--- config.mk ---
export PLATFORM = sky130hd
export DESIGN_NAME = opcode_sequencer
export DESIGN_NICKNAME = d
export VERILOG_FILES = /design/src/rtl/opcode_sequencer.sv
export SDC_FILE = /design/constraint.sdc
export NUM_CORES = 1
export LEC_CHECK = 0
export CAP_MARGIN = 0
export CORE_ASPECT_RATIO = 1.5
export CORE_MARGIN = 2
export CORE_UTILIZATION = 25
export CTS_CLUSTER_DIAMETER = 80
export DETAILED_ROUTE_END_ITERATION = 6
export DONT_BUFFER_PORTS = 1
export SLEW_MARGIN = 20
export SYNTH_ARGS = -nofsm -noshare
export SYNTH_HDL_FRONTEND = slang
export SYNTH_SLANG_ARGS = --single-unit
--- constraint.sdc ---
create_clock -name clk -period 2 [get_ports clk]
set_input_delay 0.5 -clock clk [delete_from_list [all_inputs] [get_ports clk]]
set_output_delay 0.5 -clock clk [all_outputs]
set_load 0.005 [all_outputs]
--- src/rtl/opcode_sequencer.sv ---
// Opcode sequencer: expands multi-cycle opcodes, injects interrupt sequences and bubbles.
// One-cycle latency; fetchReady is combinational and held low on stall, reset and second parts.
module opcode_sequencer (
  input  logic       clk,
  input  logic       rst,
  input  logic [4:0] fetchOp,
  input  logic       fetchValid,
  output logic       fetchReady,
  input  logic       stall,
  input  logic       flush,
  input  logic       intReq,
  output logic [4:0] opCode,
  output logic       makeMeBubble,
  output logic       intAck,
  output logic       illegalOp
);

  typedef enum logic [2:0] {
    ST_ISSUE = 3'd0,
    ST_CALL2 = 3'd1,
    ST_RET2  = 3'd2,
    ST_RTI2  = 3'd3,
    ST_INT2  = 3'd4,
    ST_IMM   = 3'd5
  } state_t;

  localparam logic [4:0] OP_NOP   = 5'b00000;
  localparam logic [4:0] OP_LDM   = 5'b10001;
  localparam logic [4:0] OP_CALL  = 5'b11000;
  localparam logic [4:0] OP_CALL2 = 5'b11001;
  localparam logic [4:0] OP_RET   = 5'b11010;
  localparam logic [4:0] OP_RET2  = 5'b11011;
  localparam logic [4:0] OP_RTI   = 5'b11100;
  localparam logic [4:0] OP_RTI2  = 5'b11101;
  localparam logic [4:0] OP_INT1  = 5'b11110;
  localparam logic [4:0] OP_INT2  = 5'b11111;

  state_t     state_q, state_d;
  logic [4:0] op_code_q, op_code_d;
  logic       bubble_q, bubble_d;
  logic       int_ack_q, int_ack_d;
  logic       illegal_q, illegal_d;
  logic       int_pending_q, int_pending_d;
  logic       fetch_ready;
  logic       int_now;

  // A request arriving this cycle is eligible immediately, so the fetched word is replayed.
  assign int_now = int_pending_q | intReq;

  always_comb begin
    state_d       = state_q;
    op_code_d     = OP_NOP;
    bubble_d      = 1'b0;
    int_ack_d     = 1'b0;
    illegal_d     = 1'b0;
    int_pending_d = int_now;
    fetch_ready   = 1'b0;

    if (stall) begin
      op_code_d = op_code_q;
      bubble_d  = 1'b1;
    end else begin
      case (state_q)
        ST_CALL2: begin
          op_code_d = OP_CALL2;
          state_d   = ST_ISSUE;
        end
        ST_RET2: begin
          op_code_d = OP_RET2;
          state_d   = ST_ISSUE;
        end
        ST_RTI2: begin
          op_code_d = OP_RTI2;
          state_d   = ST_ISSUE;
        end
        ST_INT2: begin
          op_code_d = OP_INT2;
          state_d   = ST_ISSUE;
        end
        ST_IMM: begin
          // The immediate word is swallowed, even if it looks like a reserved opcode.
          fetch_ready = 1'b1;
          if (fetchValid) begin
            state_d = ST_ISSUE;
          end
        end
        default: begin
          if (flush) begin
            fetch_ready = 1'b1;
          end else if (int_now) begin
            op_code_d     = OP_INT1;
            int_ack_d     = 1'b1;
            int_pending_d = 1'b0;
            state_d       = ST_INT2;
          end else begin
            fetch_ready = 1'b1;
            if (fetchValid) begin
              case (fetchOp)
                OP_CALL: begin
                  op_code_d = OP_CALL;
                  state_d   = ST_CALL2;
                end
                OP_RET: begin
                  op_code_d = OP_RET;
                  state_d   = ST_RET2;
                end
                OP_RTI: begin
                  op_code_d = OP_RTI;
                  state_d   = ST_RTI2;
                end
                OP_LDM: begin
                  op_code_d = OP_LDM;
                  state_d   = ST_IMM;
                end
                OP_CALL2, OP_RET2, OP_RTI2, OP_INT1, OP_INT2: begin
                  illegal_d = 1'b1;
                end
                default: begin
                  op_code_d = fetchOp;
                end
              endcase
            end
          end
        end
      endcase
    end
  end

  always_ff @(posedge clk) begin
    if (rst) begin
      state_q       <= ST_ISSUE;
      op_code_q     <= OP_NOP;
      bubble_q      <= 1'b0;
      int_ack_q     <= 1'b0;
      illegal_q     <= 1'b0;
      int_pending_q <= 1'b0;
    end else begin
      state_q       <= state_d;
      op_code_q     <= op_code_d;
      bubble_q      <= bubble_d;
      int_ack_q     <= int_ack_d;
      illegal_q     <= illegal_d;
      int_pending_q <= int_pending_d;
    end
  end

  assign fetchReady   = fetch_ready & ~rst;
  assign opCode       = op_code_q;
  assign makeMeBubble = bubble_q;
  assign intAck       = int_ack_q;
  assign illegalOp    = illegal_q;

endmodule

==> impl_metrics.py <==
metrics = {
    "detailed_routing": {
        "drt-total-wl_um": 2050,
        "ant_nets": 0,
        "drc": 0,
        "vias": 760,
        "initialDrtViolationCount": 25,
        "vias_per_cell": 5.31,
        "firstDrtPassIters": 4,
        "wl_per_cell_um": 14.3,
    },
    "sta": {
        "finalHoldViolCount": 0,
        "rsz0062_at_grt": "false",
        "setup_viol": 0,
        "setup_tns_ps": 0,
        "drv_slew": 0,
        "fmax_mhz": 533,
        "period_needed_ps": 1880,
        "fin_hold_ws_ps": 314,
        "skew_ps": 4.00,
        "worstMarginPinSlew_ps": 372,
        "slew_headroom": 0.750,
        "min_period_over_period": 0.938,
    },
    "yosys": {
        "synth.top_cell.area_share": 0.299,
        "synth_area_per_cell_um2": 7.74,
        "synth_top_area_cell": "dfxtp_1",
        "synth_seq_area_share": 0.299,
        "synthFlopType": "dfxtp_1",
        "async_reset_ff_frac": 0,
        "syn_area_um2": 805,
        "yosysUniqueCellTypes": 35,
        "ys_seq_elements": 12,
        "ys_top_cells_by_area": "dfxtp_1, a21oi_1, nand2_1, nor3_1, nor2_1",
        "synth_edf_count": 0,
        "syn_nets": 116,
        "yosysWarnings": 0,
        "syn-instance-count": 104,
    },
    "power": {
        "p_clk_frac": 0.412,
        "pwr-share-comb": 0.184,
        "ir_drop_mv": 0.218,
        "p_leak_nw": 0.332,
        "power.density_nw_per_um2": 742,
        "p_sw_frac": 0.266,
        "net-switching-power_mw": 0.176,
        "intPower_mw": 0.484,
        "p_seq_frac": 0.404,
    },
    "cells_and_area": {
        "final_cell_mix": "a21oi_1, nand2_1, dfxtp_1",
        "nNetsFinal": 116,
        "syn_to_final_growth_pct": 10.6,
        "drive_gt1_frac": 0.184,
        "ff_latch_area_um2": 241,
        "final_common_cell": "a21oi_1",
        "antenna_cells": 0,
        "multi_input_area_um2": 505,
        "finish.instance_area_um2": 890,
        "fillCellCount": 357,
        "final_util": 0.284,
    },
    "worst_hold_path": {
        "min_to": "opCode[1]",
        "hold_path_depth": 1,
        "hp-start": "rst",
        "hp-class": "in -> reg",
    },
    "critical_path": {
        "regToRegStartpoint": "state_q[2]",
        "cp.required_ps": 1500,
        "cp-end-kind": "output port",
        "start_kind": "flop",
        "rrSetupSlack_ps": 300,
        "reg2reg_to": "opCode[3]",
        "worst_ep_arrival_time_ps": 1380,
        "worst_r2r_path_depth": 7,
        "worstSetupPathType": "reg -> out",
        "crit_fanout": 8,
        "startpoint": "state_q[1]",
    },
    "clock_network": {
        "cts_buffers": 3,
        "post_cts_buffers": 0,
        "cts-root-buf": "clkbuf_8",
        "cts_hold_buf": 0,
        "cts_tree": "done",
        "cts_sinks": 12,
        "cts_htree_levels": 1,
        "clock_latency_ps": 250,
        "cts_resized": 0,
        "cts_buffer_depth": 2,
        "clkTransAtPathRegs_ps": 60,
    },
    "floorplanning": {
        "die_w_um": 50.3,
        "start_util": 0.257,
        "io_pins": 20,
        "core_area_um2": 3130,
        "dieArea_um2": 3700,
        "row_count": 25,
        "die_h_um": 73.5,
    },
    "placement": {
        "placed_area_um2": 823,
        "gp_congestion": 0.788,
        "dp_hpwl_um": 1570,
        "io_buffers": 0,
    },
    "global_routing": {
        "grt_pass1_vias": 765,
        "grt_max_degree": 13,
        "grt.overflow.total": 0,
        "grt_usage": 0.118,
        "antenna_found_initial": 0,
        "grt_pass1_wl_um": 3350,
    },
    "outcome": {
        "status": "complete, no violations",
    },
    "run": {
        "drv_cap": 0,
    },
}
[routing by layer]
layer	track usage	vias up	part of all wire
met5	0	-	0
met4	0.0961	0	0.054
met3	0.0427	11	0.10
met2	0.184	31	0.47
met1	0.126	350	0.37
li1	-	368	-
[final cells by class]
cell class,count,area share
Clock buffer,4,0.0619
Inverter,6,0.0253
Multi-Input combinational cell,79,0.568
Sequential cell,12,0.271
Tap cell,40,0.0563
Timing Repair Buffer,2,0.0169
[state kept, by name, summed over array words and instances (netlist names)]
signal	flops
intAck	1
state_q	3
int_pending_q	1
makeMeBubble	1
illegalOp	1
opCode	5
[logic make-up (layout without fill, tap and decap cells)]
group / Yosys count / after routing / share of synthesized area
mux: 3 / 3 / 0.0435
compound gates: 32 / 32 / 0.275
xor+xnor: 3 / 3 / 0.0327
buf+inv: 13 / 12 / 0.0855
flops: 12 / 12 / 0.299
simple gates: 40 / 40 / 0.249
fa+ha+maj: 1 / 1 / 0.0155
[power by group through the flow]
stage          sequential (mW)  clock (mW)  combinational [mW]
2_1_floorplan            0.266           0               0.113
4_1_cts                  0.267       0.276               0.118
6_report                 0.267       0.272               0.121
5_1_grt                  0.268       0.286               0.135
3_3_place_gp             0.271           0               0.115
3_5_place_dp             0.272           0               0.117
[cells in the mapped netlist, drive strengths merged, types with 3 or more instances]
cell type / instances
dfxtp: 12
a21oi: 13
inv: 6
nand2: 12
xnor2: 3
nor2: 10
nor3: 8
buf: 5
o21ai: 6
[per-stage QoR]
step	setup WS, ps	cells	power, mW
2_1_floorplan	152	104	0.379
3_3_place_gp	231	139	0.386
3_5_place_dp	207	139	0.389
4_1_cts	8.28	143	0.660
5_1_grt	45.7	143	0.689
6_report	125	143	0.660
[how the worst max path moves through the flow]
stage          slack (ps)          to  cells past startpoint
2_1_floorplan         150  state_q[2]                      6
3_5_place_dp          210  state_q[2]                      5
5_1_grt                50  fetchReady                      5
3_3_place_gp          230  state_q[2]                      5
6_report              120  fetchReady                      5
4_1_cts                 8  fetchReady                      5
[critical path: stages (launching register included)]
cell and delay, ps:
dfxtp_1 340, buf_4 180, nor3_2 200, and2b_4 180, nor2_1 60, nor3_2 160
(Power assumes the default switching activity.)
